$ cat src/rtl/usb11_pkg.sv
// usb11_pkg: shared states and protocol constants for the usb11 transmitter
package usb11_pkg;

    typedef enum logic [2:0] {
        S_IDLE    = 3'd0,
        S_SYNC    = 3'd1,
        S_PID     = 3'd2,
        S_DATA    = 3'd3,
        S_EOP_SE0 = 3'd4,
        S_EOP_J   = 3'd5
    } state_t;

    localparam logic [3:0] PID_OUT   = 4'b0001;
    localparam logic [3:0] PID_IN    = 4'b1001;
    localparam logic [3:0] PID_DATA0 = 4'b0011;
    localparam logic [3:0] PID_DATA1 = 4'b1011;
    localparam logic [3:0] PID_ACK   = 4'b0010;
    localparam logic [3:0] PID_NAK   = 4'b1010;

    localparam logic [7:0] SYNC_BYTE   = 8'h80;
    localparam logic [2:0] STUFF_LIMIT = 3'd6;

endpackage

$ cat src/rtl/usb11_tx_encoder.sv
// usb11_tx_encoder: bit stuffing and NRZI line driver for usb11_tx
module usb11_tx_encoder
    import usb11_pkg::*;
(
    input  logic clk,
    input  logic n_rst,
    input  logic clear,
    input  logic bit_strobe,
    input  logic bit_in,
    input  logic force_se0,
    input  logic force_j,
    output logic d_plus,
    output logic d_minus,
    output logic stuff_pending
);
    logic [2:0] ones, ones_base;

    assign ones_base = clear ? 3'd0 : ones;
    assign stuff_pending = ones_base == STUFF_LIMIT;

    // A pending stuff bit overrides bit_in; a held 1 leaves both lines untouched
    always_ff @(posedge clk or negedge n_rst) begin
        if (!n_rst) begin
            d_plus  <= 1'b1;
            d_minus <= 1'b0;
            ones    <= 3'd0;
        end else if (bit_strobe) begin
            if (force_se0) begin
                d_plus  <= 1'b0;
                d_minus <= 1'b0;
            end else if (force_j) begin
                d_plus  <= 1'b1;
                d_minus <= 1'b0;
            end else if (stuff_pending || !bit_in) begin
                d_plus  <= ~d_plus;
                d_minus <= d_plus;
                ones    <= 3'd0;
            end else begin
                ones <= ones_base + 3'd1;
            end
        end
    end

endmodule

$ cat src/rtl/usb11_tx.sv
// usb11_tx: USB 1.1 full-speed packet transmitter (SYNC, PID, payload, EOP)
module usb11_tx
    import usb11_pkg::*;
#(
    parameter int CLKS_PER_BIT = 8
) (
    input  logic       clk,
    input  logic       n_rst,
    input  logic       tx_start,
    input  logic [3:0] tx_pid,
    input  logic       tx_empty,
    input  logic [7:0] tx_r_data,
    output logic       tx_r_enable,
    output logic       d_plus,
    output logic       d_minus,
    output logic       tx_busy,
    output logic       tx_done
);
    localparam int TW = $clog2(CLKS_PER_BIT);
    localparam logic [TW-1:0] LAST = TW'(CLKS_PER_BIT - 1);

    state_t        state;
    logic [TW-1:0] tmr;
    logic [2:0]    bit_cnt;
    logic [7:0]    shreg, pid_byte;
    logic [3:0]    pid;
    logic accept, tick, shifting, stuff_pending, adv, byte_end, is_data, load, to_eop;
    logic bit_in, force_se0, force_j;

    assign accept    = state == S_IDLE && tx_start;
    assign tick      = state != S_IDLE && tmr == LAST;
    assign shifting  = state == S_SYNC || state == S_PID || state == S_DATA;
    assign adv       = tick && shifting && !stuff_pending;
    assign byte_end  = adv && bit_cnt == 3'd7;
    assign is_data   = pid == PID_DATA0 || pid == PID_DATA1;
    assign load      = byte_end && (state == S_DATA || (state == S_PID && is_data)) && !tx_empty;
    assign to_eop    = byte_end && state != S_SYNC && !load;
    assign pid_byte  = {~pid, pid};
    // The bit for the coming period: byte boundaries take bit 0 of whatever byte is loaded now
    assign bit_in    = accept ? SYNC_BYTE[0] : !byte_end ? shreg[1] : state == S_SYNC ? pid_byte[0] : tx_r_data[0];
    assign force_se0 = to_eop || (state == S_EOP_SE0 && !bit_cnt[0]);
    assign force_j   = (state == S_EOP_SE0 && bit_cnt[0]) || state == S_EOP_J;

    assign tx_r_enable = load;
    assign tx_busy     = state != S_IDLE;

    usb11_tx_encoder u_enc (
        .clk          (clk),
        .n_rst        (n_rst),
        .clear        (accept),
        .bit_strobe   (accept || tick),
        .bit_in       (bit_in),
        .force_se0    (force_se0),
        .force_j      (force_j),
        .d_plus       (d_plus),
        .d_minus      (d_minus),
        .stuff_pending(stuff_pending)
    );

    always_ff @(posedge clk or negedge n_rst) begin
        if (!n_rst) begin
            state   <= S_IDLE;
            tmr     <= '0;
            bit_cnt <= 3'd0;
            shreg   <= 8'h00;
            pid     <= 4'h0;
            tx_done <= 1'b0;
        end else begin
            tx_done <= tick && state == S_EOP_J;
            tmr     <= (state == S_IDLE || tmr == LAST) ? '0 : tmr + 1'b1;
            if (accept) begin
                state   <= S_SYNC;
                pid     <= tx_pid;
                shreg   <= SYNC_BYTE;
                bit_cnt <= 3'd0;
            end else if (adv) begin
                bit_cnt <= bit_cnt + 3'd1;
                shreg   <= !byte_end ? shreg >> 1 : state == S_SYNC ? pid_byte : tx_r_data;
                state   <= (byte_end && state == S_SYNC) ? S_PID : to_eop ? S_EOP_SE0 : load ? S_DATA : state;
            end else if (tick && state == S_EOP_SE0) begin
                bit_cnt <= bit_cnt + 3'd1;
                if (bit_cnt[0]) state <= S_EOP_J;
            end else if (tick && state == S_EOP_J) begin
                state <= S_IDLE;
            end
        end
    end

endmodule

$ cat config.mk
export PLATFORM = sky130hd
export DESIGN_NAME = usb11_tx
export DESIGN_NICKNAME = d
export VERILOG_FILES = /design/src/rtl/usb11_pkg.sv /design/src/rtl/usb11_tx_encoder.sv /design/src/rtl/usb11_tx.sv
export SDC_FILE = /design/constraint.sdc
export NUM_CORES = 1
export LEC_CHECK = 0
export ABC_AREA = 1
export BUFFER_PORTS_ARGS = -buffer_cell sky130_fd_sc_hd__buf_2
export CAP_MARGIN = 20
export CELL_PAD_IN_SITES_DETAIL_PLACEMENT = 1
export CELL_PAD_IN_SITES_GLOBAL_PLACEMENT = 1
export CORE_MARGIN = 5
export CORE_UTILIZATION = 41
export DETAILED_ROUTE_END_ITERATION = 8
export GPL_TIMING_DRIVEN = 0
export HOLD_SLACK_MARGIN = 0.15
export PLACE_DENSITY_LB_ADDON = 0.1
export REMOVE_ABC_BUFFERS = 1
export SLEW_MARGIN = 20
export SYNTH_ARGS = -nofsm -noshare
export SYNTH_HDL_FRONTEND = slang
export SYNTH_HIERARCHICAL = 1
export SYNTH_SLANG_ARGS = --single-unit
$ cat constraint.sdc
create_clock -name clk -period 3.7 [get_ports clk]
set_input_delay 0.37 -clock clk [delete_from_list [all_inputs] [get_ports clk]]
set_output_delay 0.37 -clock clk [all_outputs]
set_load 0.005 [all_outputs]
### Word level (Yosys, flattened, before mapping)

Cells that the tools add are included.

* register bits: 27
* output and inout bits: 5
* word-level logic and storage cells: 94

* $add $sub $neg: 3
* equal/unequal tests: 13
* mux-type cells: 27
* bitwise gates (word level): 4
* reductions and logical operators: 38

Operator list (number)
* $mux W3: 14
* $mux W8: 4
* $eq A3 B3 Y1 const B: 5
* $logic_and A1 B1 Y1: 15
* $add A3 B1 Y3 const B: 3
* $logic_or A1 B1 Y1: 9
* $mux W1: 9
* $reduce_bool A3 Y1: 3
* $eq A3 B2 Y1 const B: 2
* $reduce_and A3 Y1: 2
* $logic_not A1 Y1: 5
* $ne A5 B2 Y1 const B: 1
* $eq A4 B2 Y1 const B: 1
* $eq A4 B4 Y1 const B: 1
* $ne A4 B4 Y1 const B: 1
* $not A4 Y4: 1
* $reduce_bool A4 Y1: 1
* $eq A3 B1 Y1 const B: 1
* $logic_not A3 Y1: 1
* $ne A3 B1 Y1 const B: 1
* $not A1 Y1: 3
* $reduce_and A2 Y1: 1
* $reduce_bool A2 Y1: 1

### Longest topological paths before layout

* depth after elaboration: 15
* depth in mapped cells: 20
* gate-level depth less buffers: 18

### Hierarchy

The synthesis kept the hierarchy.

Modules (own cells, without submodules)
* usb11_tx: times used 1, cells each 159, area each 1217.4 sq um
* usb11_tx_encoder: times used 1, cells each 44, area each 320.3 sq um

### Worst setup path after synthesis

OpenSTA, ideal clock, no wires.

* kind: register to register
* start point: register state[2]
* end point: register u_enc.d_minus
* data arrival time: 2615 ps
* setup slack: 1020 ps
* stages on the path, launching flop included: 21
* period minus slack after synthesis: 2680 ps
* cell sequence: dfrtp_1 > buf_6 > inv_1 > nand3_1 > buf_2 > clkinv_1 > inv_1 > nand2_1 > ha_1 > nand3_2 > inv_1 > nor2_1 > nand3_4 > nor2_8 > buf_8 > nor2_1 > a211oi_2 > nand3_1 > nand2_1 > nand2_1 > nand2_1

* elaborated cells on any way between the ends: 39
* classes of those cells: eq/ne: 7; mux: 6; reduce/logical: 26

RTL lines
* start: declaration: line usb11_tx.sv:22 `state_t state;`
* start signal: assignment: line usb11_tx.sv:79 `state <= (byte_end && state == S_SYNC) ? S_PID : to_eop ? S_EOP_SE0 : load ? S_DATA : state;`
* $logic_not A3 Y1: line usb11_tx.sv:30 `assign accept = state == S_IDLE && tx_start;`
* $logic_and A1 B1 Y1: line usb11_tx.sv:30
* named net accept: line usb11_tx.sv:27 `logic accept, tick, shifting, stuff_pending, adv, byte_end, is_data, load, to_eop;`
* $mux W3: line usb11_tx_encoder.sv:18 `assign ones_base = clear ? 3'd0 : ones;`
* $eq A3 B3 Y1: line usb11_tx_encoder.sv:19 `assign stuff_pending = ones_base == STUFF_LIMIT;`
* named net stuff_pending: line usb11_tx.sv:27
* $logic_not A1 Y1: line usb11_tx.sv:33 `assign adv = tick && shifting && !stuff_pending;`
* $logic_and A1 B1 Y1: line usb11_tx.sv:33
* $logic_and A1 B1 Y1: line usb11_tx.sv:34 `assign byte_end = adv && bit_cnt == 3'd7;`
* $mux W1 (2 in a row): line usb11_tx.sv:40 `assign bit_in = accept ? SYNC_BYTE[0] : !byte_end ? shreg[1] : state == S_SYNC ? pid_byte[0] : tx_r_data[0];`
* named net bit_in: line usb11_tx.sv:28 `logic bit_in, force_se0, force_j;`
* $logic_not A1 Y1: line usb11_tx_encoder.sv:34 `end else if (stuff_pending || !bit_in) begin`
* $logic_or A1 B1 Y1: line usb11_tx_encoder.sv:34
* $reduce_bool A3 Y1 (no source line)
* $reduce_and A2 Y1 (no source line)
* end signal: assignment: line usb11_tx_encoder.sv:36 `d_minus <= d_plus;`
* end: declaration: line usb11_tx_encoder.sv:13 `output logic d_minus,`

The timed path passes the listed nets, and every way through them passes these cells.
A chain may end at the register's enable or synchronous reset.

### Final worst setup path

* start point: register state[0]
* end point: register u_enc.d_minus

* longest elaborated chain between the ends: 14
* elaborated cells on any way between the ends: 39
* classes of those cells: eq/ne: 7; mux: 6; reduce/logical: 26

Ends and longest elaborated chain
* $logic_not A3 Y1 *: line usb11_tx.sv:30
* $logic_and A1 B1 Y1 *: line usb11_tx.sv:30
* named net accept: line usb11_tx.sv:27
* $mux W3 *: line usb11_tx_encoder.sv:18
* $eq A3 B3 Y1 *: line usb11_tx_encoder.sv:19
* named net stuff_pending: line usb11_tx.sv:27
* $logic_not A1 Y1 *: line usb11_tx.sv:33
* $logic_and A1 B1 Y1 *: line usb11_tx.sv:33
* $logic_and A1 B1 Y1 *: line usb11_tx.sv:34
* $logic_and A1 B1 Y1 (2 in a row): line usb11_tx.sv:36 `assign load = byte_end && (state == S_DATA || (state == S_PID && is_data)) && !tx_empty;`
* $logic_not A1 Y1: line usb11_tx.sv:37 `assign to_eop = byte_end && state != S_SYNC && !load;`
* $logic_and A1 B1 Y1 *: line usb11_tx.sv:37
* $logic_or A1 B1 Y1 *: line usb11_tx.sv:41 `assign force_se0 = to_eop || (state == S_EOP_SE0 && !bit_cnt[0]);`
* named net force_se0: line usb11_tx.sv:28
* $reduce_bool A3 Y1 (no source line)
* $reduce_and A2 Y1 (no source line)

The timed path passes the listed nets; every way through them passes the cells marked *.

==> flow_summary_export.csv <==
group,metric,value,unit
critical_path,path_buf_inv,3,
sta,report.final.slew_viol_count,0,
global_routing,grtUsageTotal,17.2,%
synth,synth_area_leaders,"dfrtp_1, nand2_1, nand3_1",
critical_path,reg2reg_depth,17,
placed_design,dp.cells,267,
critical_path,end_kind,"flop",
critical_path,criticalPathCategory,"reg2reg",
flow_run,maxCapViolations,0,
layout,final_util,47.1,%
clock_tree,clock_latency,0.27,ns
synth,yosys.cell_count.top_type,"nand2_1",
global_routing,grt_pass1_vias,1587,
layout,fin_cells,272,
pwr,powerDensity,487,nW/um2
clock_tree,clock-sinks,26,
critical_path,crit_cells,17,
sta,tns,0,ns
synth,async_reset_ff_share,100,%
clock_tree,htree_levels,1,
floorplanning,rows,22,
floorplanning,die_width,71.2,um
synth,yosysSeqAreaShare,42.4,%
synth,synth_top_area_share,40.7,%
route,drt_iter0_markers,46,
synth,postSynthAreaPerCell,7.57,um2
sta,layout_min_cycle_time,3.25,ns
hold_path,min-delay-start,"tx_pid[1]",
layout,final_nets,247,
hold_path,hold_path.class,"in2reg",
synth,synthesis.area,1540,um2
clock_tree,cts_made_buffers,3,
route,firstDrtPassIters,4,
synth,ys_types,29,
floorplanning,die-area,5080,um2
global_routing,grt_max_degree,27,
route,ant_nets,0,
layout,num_antenna_cells,0,
sta,rsz0062_at_grt,"no",
layout,multi_input_area,747,um2
floorplanning,initial_core_util,42.0,%
critical_path,critPathMaxFanout,16,
critical_path,slowest_stage,"dfrtp_1",
critical_path,cp.arrival,3.41,ns
route,drt-total-wl,3.89,mm
critical_path,max_stage_delay,0.44,ns
floorplanning,die_y,71.2,um
layout,layout-drive-gt1-share,17.9,%
pwr,ir_worst_vdd,209,uV
critical_path,cpLargestDelayFamily,"simple AND/OR/NAND/NOR gates",
sta,hold_violations,0,
outcome,status,"completed",
clock_tree,cts_tree,"done",
sta,setup_slack,0.449,ns
layout,fillers,482,
clock_tree,cts-root-buf,"clkbuf_8",
synth,synth_cells,203,
critical_path,crit_path_start_kind,"flop",
critical_path,critical_path.cell_chain,"nor2_2 -> nand3_2 -> clkinvlp_4 -> nor2_1 -> ha_1 -> nand3_2 -> inv_1 -> nor2_1 -> nand3_4 -> nor2_8 -> nand3_1 -> o21ai_0 -> nor2_4 -> nand2_2 -> inv_2 -> nand3_1 -> nand2_1",
route,avgViaCountPerCell,5.06,
layout,area.growth.synth_to_final,12.1,%
floorplanning,boundaryPins,21,
synth,yosysWarnings,6,
global_routing,grt_pass1_wl,7.09,mm
sta,fmax,308,MHz
global_routing,grt-ovfl-total,0,
synth,synth_ff_type,"dfrtp_1",
layout,seq_area,653,um2
placed_design,portBuffers,20,
placed_design,hpwlAfterDp,3.03,mm
sta,clock_skew,0.00726,ns
critical_path,required,3.86,ns
critical_path,crit_start,"state[0]",
synth,synth-seq-cells,26,
route,drcViolationCount,0,
placed_design,place.gp.congestion,0.843,
synth,yosys-top-cells-count,"nand2_1, dfrtp_1, inv_1, nand3_1, o21ai_0",
critical_path,r2r-start,"state[0]",
sta,max_slew_margin,44.5,%
global_routing,antenna_found_initial,0,
pwr,leakage,0.957,nW
route,wire_per_inst,14.3,um
sta,min_period_over_period,87.9,%
clock_tree,clockBufferDepth,2,
placed_design,pre_cts_ws,0.0958,ns
synth,synth_edf_count,0,
route,vias,1377,
sta,tightestPinTransition,0.829,ns
synth,synth_top_cell_by_area,"dfrtp_1",
clock_tree,cts.clk_slew.worst_paths,0.09,ns
hold_path,hold_depth,3,
floorplanning,core-area,3660,um2
sta,setup_viol,0,
[through the flow]
stage,hold slack (ns),power (mW),area [um2]
after global routing,0.327,0.919,1720
after global placement,0.403,0.653,1660
final,0.308,0.839,1720
after floorplan,0.0744,0.575,1500
after detailed placement,0.413,0.681,1660
after CTS,0.307,0.849,1710
[path summary, 6_finish.rpt]
path / to / slack, ns
min in group asynchronous: shreg[2] / 0.63
worst min-delay path: pid[1] / 0.31
worst max register to register: u_enc/d_minus / 0.45
worst min register to register: tmr[0] / 0.44
worst max-delay path: u_enc/d_minus / 0.45
max in group asynchronous: state[2] / 2.63
[placed cells by master (no fill, tap or decap)]
master	instances
nand2_1	71
o22ai_1	1
nand4_1	2
nand3_1	21
inv_1	25
nor2_4	1
o21ai_2	1
clkbuf_8	3
dfrtp_2	1
nand3_2	4
nand2_2	2
o21ai_1	4
nor3_1	2
nor2_2	1
nand3_4	1
clkinvlp_4	1
buf_2	20
nand3b_1	1
nor2_8	1
o21ai_0	11
inv_2	2
clkbuf_1	1
dfstp_2	1
dlygate4sd3_1	1
ha_1	6
nor2_1	10
a211oi_2	1
dfrtp_1	24
o211ai_1	1
a21oi_1	3
[flip-flops by register name, summed over array words and instances (netlist names)]
register / count
pid: 4
state: 3
u_enc/ones: 3
u_enc/d_plus: 1
shreg: 7
bit_cnt: 3
tmr: 3
tx_done: 1
u_enc/d_minus: 1
[worst reg2reg max path, delay by kind of cell, from the launching register on]
kind / cells / cell delay, ns
AND/OR/NAND/NOR: 12 / 1.84
flip-flops: 1 / 0.44
buffers and inverters: 3 / 0.40
AO/OA/AOI/OAI: 1 / 0.23
adder cells (fa/ha/maj): 1 / 0.22
[per-layer routing]
metal	vias to the layer above	wire length (um)	GRT usage, %
li1	689	-	-
met5	-	0	0
met3	2	109	2.66
met1	669	1750	22.4
met2	17	2010	30.2
met4	0	19	3.55
[cells by family (layout without fill, tap and decap cells)]
logic type,count (synthesis),in the layout,synth area share [%]
adder cells (fa/ha/maj),6,6,4.88
flip-flops,26,26,42.4
AO/OA/AOI/OAI,22,22,8.14
buffers and inverters,32,53,9.36
AND/OR/NAND/NOR,117,117,35.2
[repair_timing]
item / in CTS / in global routing
setup endpoints to repair: 0 / 10
endpoints found under the hold margin: 25 / 0
resized for setup: 0 / 3
buffers inserted: 0 / 0
hold buffers: 1 / 0
[power by group]
group	switching (mW)	total [mW]	leakage, nW	internal, mW
combinational	0.194	0.282	0.595	0.0884
clock	0.0865	0.163	0.0228	0.0769
sequential	0.0466	0.394	0.339	0.347
total	0.327	0.839	0.957	0.513
[area by class of cell]
| cell class | count | area share [%] |
|---|---|---|
| inverter | 28 | 6.31 |
| sequential | 26 | 37.9 |
| timing repair buffer | 21 | 6.39 |
| tap | 48 | 3.48 |
| multi-input combinational | 145 | 43.3 |
| clock buffer | 4 | 2.61 |
Power figures use the tool's default switching activity.
